File: src/rtl/alu_pkg.sv
// Shared opcode, flag-index and FSM state definitions for the sequential ALU.
package alu_pkg;

    localparam logic [4:0] OP_A    = 5'd0;
    localparam logic [4:0] OP_B    = 5'd1;
    localparam logic [4:0] OP_NOTA = 5'd2;
    localparam logic [4:0] OP_NOTB = 5'd3;
    localparam logic [4:0] OP_ADD  = 5'd4;
    localparam logic [4:0] OP_ADC  = 5'd5;
    localparam logic [4:0] OP_SUB  = 5'd6;
    localparam logic [4:0] OP_AND  = 5'd7;
    localparam logic [4:0] OP_OR   = 5'd8;
    localparam logic [4:0] OP_XOR  = 5'd9;
    localparam logic [4:0] OP_NAND = 5'd10;
    localparam logic [4:0] OP_LSL  = 5'd11;
    localparam logic [4:0] OP_LSR  = 5'd12;
    localparam logic [4:0] OP_ASR  = 5'd13;
    localparam logic [4:0] OP_CSL  = 5'd14;
    localparam logic [4:0] OP_CSR  = 5'd15;
    localparam logic [4:0] OP_MUL  = 5'd16;

    localparam int unsigned FLAG_Z = 3;
    localparam int unsigned FLAG_C = 2;
    localparam int unsigned FLAG_N = 1;
    localparam int unsigned FLAG_O = 0;

    typedef enum logic {StIdle, StMulRun} state_e;

endpackage

File: src/rtl/alu_comb_core.sv
// Combinational result and flag evaluation for the single-cycle opcodes.
module alu_comb_core
    import alu_pkg::*;
#(
    parameter int unsigned WIDTH = 32
) (
    input  logic [4:0]       op_i,
    input  logic [WIDTH-1:0] a_i,
    input  logic [WIDTH-1:0] b_i,
    input  logic [3:0]       flags_i,
    output logic [WIDTH-1:0] result_o,
    output logic [3:0]       flags_o
);

    logic [WIDTH:0]   sum;
    logic [WIDTH-1:0] res;
    logic             c_new;
    logic             o_new;
    logic             upd_zn;

    always_comb begin
        sum    = '0;
        res    = '0;
        c_new  = flags_i[FLAG_C];
        o_new  = flags_i[FLAG_O];
        upd_zn = 1'b1;
        case (op_i)
            OP_A:    res = a_i;
            OP_B:    res = b_i;
            OP_NOTA: res = ~a_i;
            OP_NOTB: res = ~b_i;
            OP_ADD: begin
                sum   = {1'b0, a_i} + {1'b0, b_i};
                res   = sum[WIDTH-1:0];
                c_new = sum[WIDTH];
                o_new = (a_i[WIDTH-1] == b_i[WIDTH-1]) && (res[WIDTH-1] != a_i[WIDTH-1]);
            end
            OP_ADC: begin
                sum   = {1'b0, a_i} + {1'b0, b_i} + {{WIDTH{1'b0}}, flags_i[FLAG_C]};
                res   = sum[WIDTH-1:0];
                c_new = sum[WIDTH];
                o_new = (a_i[WIDTH-1] == b_i[WIDTH-1]) && (res[WIDTH-1] != a_i[WIDTH-1]);
            end
            OP_SUB: begin
                // Carry out of A + ~B + 1 is the inverted borrow.
                sum   = {1'b0, a_i} + {1'b0, ~b_i} + {{WIDTH{1'b0}}, 1'b1};
                res   = sum[WIDTH-1:0];
                c_new = sum[WIDTH];
                o_new = (a_i[WIDTH-1] != b_i[WIDTH-1]) && (res[WIDTH-1] != a_i[WIDTH-1]);
            end
            OP_AND:  res = a_i & b_i;
            OP_OR:   res = a_i | b_i;
            OP_XOR:  res = a_i ^ b_i;
            OP_NAND: res = ~(a_i & b_i);
            OP_LSL: begin
                res   = {a_i[WIDTH-2:0], 1'b0};
                c_new = a_i[WIDTH-1];
            end
            OP_LSR: begin
                res   = {1'b0, a_i[WIDTH-1:1]};
                c_new = a_i[0];
            end
            OP_ASR: begin
                res   = {a_i[WIDTH-1], a_i[WIDTH-1:1]};
                c_new = a_i[0];
            end
            OP_CSL: begin
                res   = {a_i[WIDTH-2:0], flags_i[FLAG_C]};
                c_new = a_i[WIDTH-1];
            end
            OP_CSR: begin
                res   = {flags_i[FLAG_C], a_i[WIDTH-1:1]};
                c_new = a_i[0];
            end
            default: upd_zn = 1'b0;
        endcase

        flags_o = flags_i;
        if (upd_zn) begin
            flags_o[FLAG_Z] = (res == '0);
            flags_o[FLAG_N] = res[WIDTH-1];
            flags_o[FLAG_C] = c_new;
            flags_o[FLAG_O] = o_new;
        end
        result_o = res;
    end

endmodule

File: src/rtl/alu_seq_unit.sv
// Registered ALU: single-cycle ops via alu_comb_core, iterative shift-add MUL.
module alu_seq_unit
    import alu_pkg::*;
#(
    parameter int unsigned WIDTH      = 32,
    parameter int unsigned MUL_CYCLES = 32
) (
    input  logic             Clock,
    input  logic             rst,
    input  logic             Start,
    input  logic [4:0]       FunSel,
    input  logic             WF,
    input  logic [WIDTH-1:0] A,
    input  logic [WIDTH-1:0] B,
    output logic [WIDTH-1:0] ALUOut,
    output logic [3:0]       FlagsOut,
    output logic             Busy,
    output logic             Done
);

    localparam int unsigned CntW = $clog2(MUL_CYCLES + 1);
    localparam logic [CntW-1:0] LastCnt = CntW'(MUL_CYCLES - 1);

    state_e           state_q, state_d;
    logic [WIDTH-1:0] alu_out_q, alu_out_d;
    logic [3:0]       flags_q, flags_d;
    logic             busy_q, busy_d;
    logic             done_q, done_d;
    logic [WIDTH-1:0] mcand_q, mcand_d;
    logic [WIDTH-1:0] mplier_q, mplier_d;
    logic [WIDTH-1:0] acc_q, acc_d;
    logic [CntW-1:0]  cnt_q, cnt_d;
    logic             wf_q, wf_d;

    logic [WIDTH-1:0] core_res;
    logic [3:0]       core_flags;
    logic [WIDTH-1:0] acc_add;

    alu_comb_core #(
        .WIDTH(WIDTH)
    ) u_core (
        .op_i    (FunSel),
        .a_i     (A),
        .b_i     (B),
        .flags_i (flags_q),
        .result_o(core_res),
        .flags_o (core_flags)
    );

    assign acc_add = acc_q + (mplier_q[0] ? mcand_q : '0);

    always_comb begin
        state_d   = state_q;
        alu_out_d = alu_out_q;
        flags_d   = flags_q;
        busy_d    = busy_q;
        done_d    = 1'b0;
        mcand_d   = mcand_q;
        mplier_d  = mplier_q;
        acc_d     = acc_q;
        cnt_d     = cnt_q;
        wf_d      = wf_q;
        case (state_q)
            StIdle: begin
                if (Start) begin
                    if (FunSel == OP_MUL) begin
                        mcand_d  = A;
                        mplier_d = B;
                        acc_d    = '0;
                        cnt_d    = '0;
                        wf_d     = WF;
                        busy_d   = 1'b1;
                        state_d  = StMulRun;
                    end else begin
                        // Reserved ops return 0 and core_flags == flags_q for them.
                        alu_out_d = core_res;
                        if (WF) flags_d = core_flags;
                        done_d = 1'b1;
                    end
                end
            end
            StMulRun: begin
                acc_d    = acc_add;
                mcand_d  = mcand_q << 1;
                mplier_d = mplier_q >> 1;
                cnt_d    = cnt_q + 1'b1;
                if (cnt_q == LastCnt) begin
                    alu_out_d = acc_add;
                    if (wf_q) begin
                        flags_d[FLAG_Z] = (acc_add == '0);
                        flags_d[FLAG_N] = acc_add[WIDTH-1];
                    end
                    busy_d  = 1'b0;
                    done_d  = 1'b1;
                    state_d = StIdle;
                end
            end
            default: state_d = StIdle;
        endcase
    end

    always_ff @(posedge Clock or negedge rst) begin
        if (!rst) begin
            state_q   <= StIdle;
            alu_out_q <= '0;
            flags_q   <= '0;
            busy_q    <= 1'b0;
            done_q    <= 1'b0;
            mcand_q   <= '0;
            mplier_q  <= '0;
            acc_q     <= '0;
            cnt_q     <= '0;
            wf_q      <= 1'b0;
        end else begin
            state_q   <= state_d;
            alu_out_q <= alu_out_d;
            flags_q   <= flags_d;
            busy_q    <= busy_d;
            done_q    <= done_d;
            mcand_q   <= mcand_d;
            mplier_q  <= mplier_d;
            acc_q     <= acc_d;
            cnt_q     <= cnt_d;
            wf_q      <= wf_d;
        end
    end

    assign ALUOut   = alu_out_q;
    assign FlagsOut = flags_q;
    assign Busy     = busy_q;
    assign Done     = done_q;

endmodule
File: config.mk
export PLATFORM = sky130hd
export DESIGN_NAME = alu_seq_unit
export DESIGN_NICKNAME = d
export VERILOG_FILES = /design/src/rtl/alu_pkg.sv /design/src/rtl/alu_comb_core.sv /design/src/rtl/alu_seq_unit.sv
export SDC_FILE = /design/constraint.sdc
export NUM_CORES = 1
export LEC_CHECK = 0
export BUFFER_PORTS_ARGS = -buffer_cell sky130_fd_sc_hd__buf_2
export CAP_MARGIN = 20
export CORE_MARGIN = 2
export CORE_UTILIZATION = 43
export CTS_CLUSTER_SIZE = 30
export DETAILED_ROUTE_END_ITERATION = 10
export GPL_TIMING_DRIVEN = 0
export PLACE_DENSITY = 0.61
export SYNTH_ARGS = -nofsm -noshare
export SYNTH_HDL_FRONTEND = slang
export SYNTH_SLANG_ARGS = --single-unit
File: constraint.sdc
create_clock -name Clock -period 9.85 [get_ports Clock]
set_input_delay 0.985 -clock Clock [delete_from_list [all_inputs] [get_ports Clock]]
set_output_delay 0.985 -clock Clock [all_outputs]
set_load 0.02 [all_outputs]
==> summary.md <==
| Metric | Value |
|---|---|
| Outcome | `completed` |
| Critical path's largest stage delay | `0.72 ns` |
| Pre-Repair DR Iteration Count | `6` |
| Syn nets | `2,379` |
| Resized cells post-CTS | `0` |
| H-tree depth | `4` |
| Vias | `17,900` |
| Post-synth top flop | `dfrtp_1` |
| Fin crit period | `6.05 ns` |
| Distinct cells, synth | `94` |
| Setup TNS | `0 ns` |
| Reg2reg end | `FlagsOut[3]$_DFFE_PN0P_` |
| Drt via density | `6.44` |
| Startpoint Class | `primary input` |
| Flops & latches, synth | `142` |
| Initial antenna violation count | `0` |
| I/O pins | `111` |
| Crit. End Element | `register` |
| Fmax | `0.165 GHz` |
| DP Wirelength | `55,400 um` |
| Placed Cells incl. Taps | `2,752` |
| Fin. Hold Viols | `0` |
| Sequential share of the synthesized area | `22.1%` |
| Die W | `198 um` |
| CTS clk-pin slew, worst paths | `0.06 ns` |
| Max-cap violations | `0` |
| Cell area after synthesis | `16,100 um2` |
| Most frequent cells in the layout | `nand2_1, nor2_1, a21oi_1` |
| First-pass GRT wire length | `105,000 um` |
| Relative slew margins | `22.0%` |
| Area Growth Syn to Fin | `11.1%` |
| Crit Path Max Fanout | `10` |
| Vias in the first global route | `17,000` |
| RSZ-0062 raised after global routing | `false` |
| Period utilization | `61.5%` |
| WP data arrival | `6.43 ns` |
| Wire length per cell | `25.3 um` |
| Total CTS buffers | `17` |
| Critical path class | `in2reg` |
| Worst Path Buf+Inv | `4` |
| Hold Crit Class | `in2async` |
| Final wirelength | `70,400 um` |
| Final Max Slew Viols | `0` |
| Critical path destination | `FlagsOut[3]$_DFFE_PN0P_` |
| Required time of the critical path | `10.23 ns` |
| Critical path depth in cells | `18` |
| # hold bufs at CTS | `0` |
| Setup Viol. Count Final | `0` |
| Warning count from the yosys run | `0` |
| VDD IR-drop max | `0.000122 V` |
| Number of antenna diodes | `0` |
| Slowest-stage cell, CP | `a21boi_0` |
| Worst-Margin Slew | `1.17 ns` |
| RD Place Congestion | `0.995` |
| Delay-heaviest family, CP | `compound AO/OA/AOI/OAI gates` |
| Fraction of layout cells with a size suffix above 1 | `8.72%` |
| Cell depth of the worst flop-to-flop path | `16` |
| Drt initial violations | `1,913` |
| Setup Fix Bufs, Post-CTS | `0` |
| CTS sink cnt | `142` |
| Commonest non-fill, non-tap cell in the layout | `nand2_1` |
| Worst skew pair latency | `0.48 ns` |
| Gr ovfl total | `0` |
| CTS tree | `done` |
| CP Cell Sequence | `buf_2, inv_1, ha_1, clkbuf_1, clkbuf_1, nor3_1, o21ai_0, o31ai_1, or2_2, a21boi_0, o21ai_0, mux2i_1, a211o_1, a2111o_1, or4_1, nor4_1, a31oi_1, o21ai_1` |
| Largest net degree at the start of global routing | `92` |
| Crit path launch | `A[6]` |
| Layout Skew | `0.0289 ns` |
| Worst Slack Setup Final | `3.80 ns` |
| Row cnt | `70` |
| Port Buffer Count | `108` |
| Clk root buf | `clkbuf_16` |
| Core area | `36,800 um2` |
| Power density over the cells | `154 nW/um2` |
| EDFF count, synth | `0` |
| CTS max path bufs | `2` |
| Starting Density | `43.8%` |
| Drt drc | `0` |
| Die ar. | `39,000 um2` |
| Chip height | `198 um` |
| Final non-filler cell total | `2,784` |
| Cells after Synth | `2,173` |
| ANT nets after route | `0` |
| Synthesized area per cell | `7.41 um2` |
| Worst r2r src | `mplier_q[0]$_DFFE_PN0P_` |
| NumNets Final | `2,509` |
| Fill count | `3,837` |
| R2R Setup Slk | `4.59 ns` |
| Lkg Pwr | `0.00807 uW` |
| Ys async rst share | `100%` |
| GRT Util Overall | `35.9%` |
| DP Worst Slack | `3.57 ns` |
[registers in the layout, indices dropped and copies added (netlist names)]
register  count
ALUOut       32
state_q       1
FlagsOut      4
wf_q          1
Busy          1
cnt_q         6
mcand_q      32
Done          1
mplier_q     32
acc_q        32
[how the worst min path moves through the flow]
stage,to,depth (start not counted)
2_1_floorplan,acc_q[17]$_DFFE_PN0P_,2
6_report,ALUOut[4]$_DFFE_PN0P_,1
5_1_grt,ALUOut[6]$_DFFE_PN0P_,1
3_3_place_gp,ALUOut[20]$_DFFE_PN0P_,2
3_5_place_dp,ALUOut[2]$_DFFE_PN0P_,2
4_1_cts,ALUOut[4]$_DFFE_PN0P_,1
[cells in the mapped netlist (15+ instances only)]
cell type,count,area (um2)
nand3_1,42,210
and2_1,41,257
nand4_1,29,181
a21oi_1,200,1000
inv_1,113,424
a31oi_1,21,131
mux2i_1,38,380
nor2_1,232,871
o31ai_1,15,113
a22oi_1,17,128
xnor2_1,97,850
a221oi_1,48,420
nand2_1,249,935
a211oi_1,26,195
nand2b_1,16,100
o21ai_0,150,751
dfrtp_1,142,3550
ha_1,130,1630
a21o_1,33,248
buf_2,18,90.1
and3_1,22,138
xor2_1,30,263
buf_1,15,56.3
o21a_1,20,150
o211ai_1,32,240
clkbuf_1,104,390
nor3_1,40,200
[cells by family after synthesis]
group | count (synthesis) | share of synthesized area, %
AOI/OAI and AO/OA | 722 | 29.9
xor gates and xnor gates | 128 | 7.01
adders and majority gates | 133 | 10.5
buffers and inverters | 256 | 6.22
DFF | 142 | 22.1
muxes | 41 | 2.57
and+or+nand+nor | 751 | 21.8
[worst reg2reg max path, stage by stage (launching register included)]
cell and delay [ns]:
dfrtp_1 0.47, clkbuf_1 0.22, and2_1 0.23, fa_1 0.42
a21o_1 0.21, a21boi_2 0.17, o21bai_2 0.11, a211o_4 0.41
xor2_2 0.18, or4_1 0.60, or4_1 0.45, nor3_2 0.13
nand4bb_1 0.17, nor4_1 0.34, or4b_1 0.50, or4_1 0.42
o21ai_1 0.13
[stage by stage]
step / area [um2] / hold slack, ns / power, uW / util, %
floorplan: 16100 / 0.452 / 1610 / -
detailed placement: 17300 / 0.466 / 2010 / 47.0
finish: 17900 / 0.460 / 2750 / 48.6
global route: 17900 / 0.501 / 2900 / 48.6
global placement: 17200 / 0.459 / 1990 / 46.9
CTS: 17900 / 0.467 / 2730 / 48.6
[cell type report]
class | count | area [um2] | share of cell area, %
Timing Repair Buffer | 111 | 587 | 3.28
Clock buffer | 21 | 460 | 2.57
Clock inverter | 11 | 154 | 0.860
Buffer | 140 | 567 | 3.17
Inverter | 116 | 435 | 2.43
Tap cell | 468 | 586 | 3.27
Multi-Input combinational cell | 1775 | 11600 | 64.6
Sequential cell | 142 | 3550 | 19.9
[per-layer routing]
layer  routed length (um)  global-route usage [%]  vias to the layer above
met5                    0                       0                        -
met4                 2460                    12.2                        0
met3                 7030                    7.89                      184
met2                30500                    55.7                      976
met1                30500                    49.1                     8652
li1                     -                       -                     8123
[power by group]
part	switching, uW	leakage, uW	internal (uW)
sequential	96.3	0.00185	723
combinational	796	0.00593	415
clock	308	0.000295	415
total	1200	0.00807	1550
Note: power is estimated with default switching activity, not from simulation.
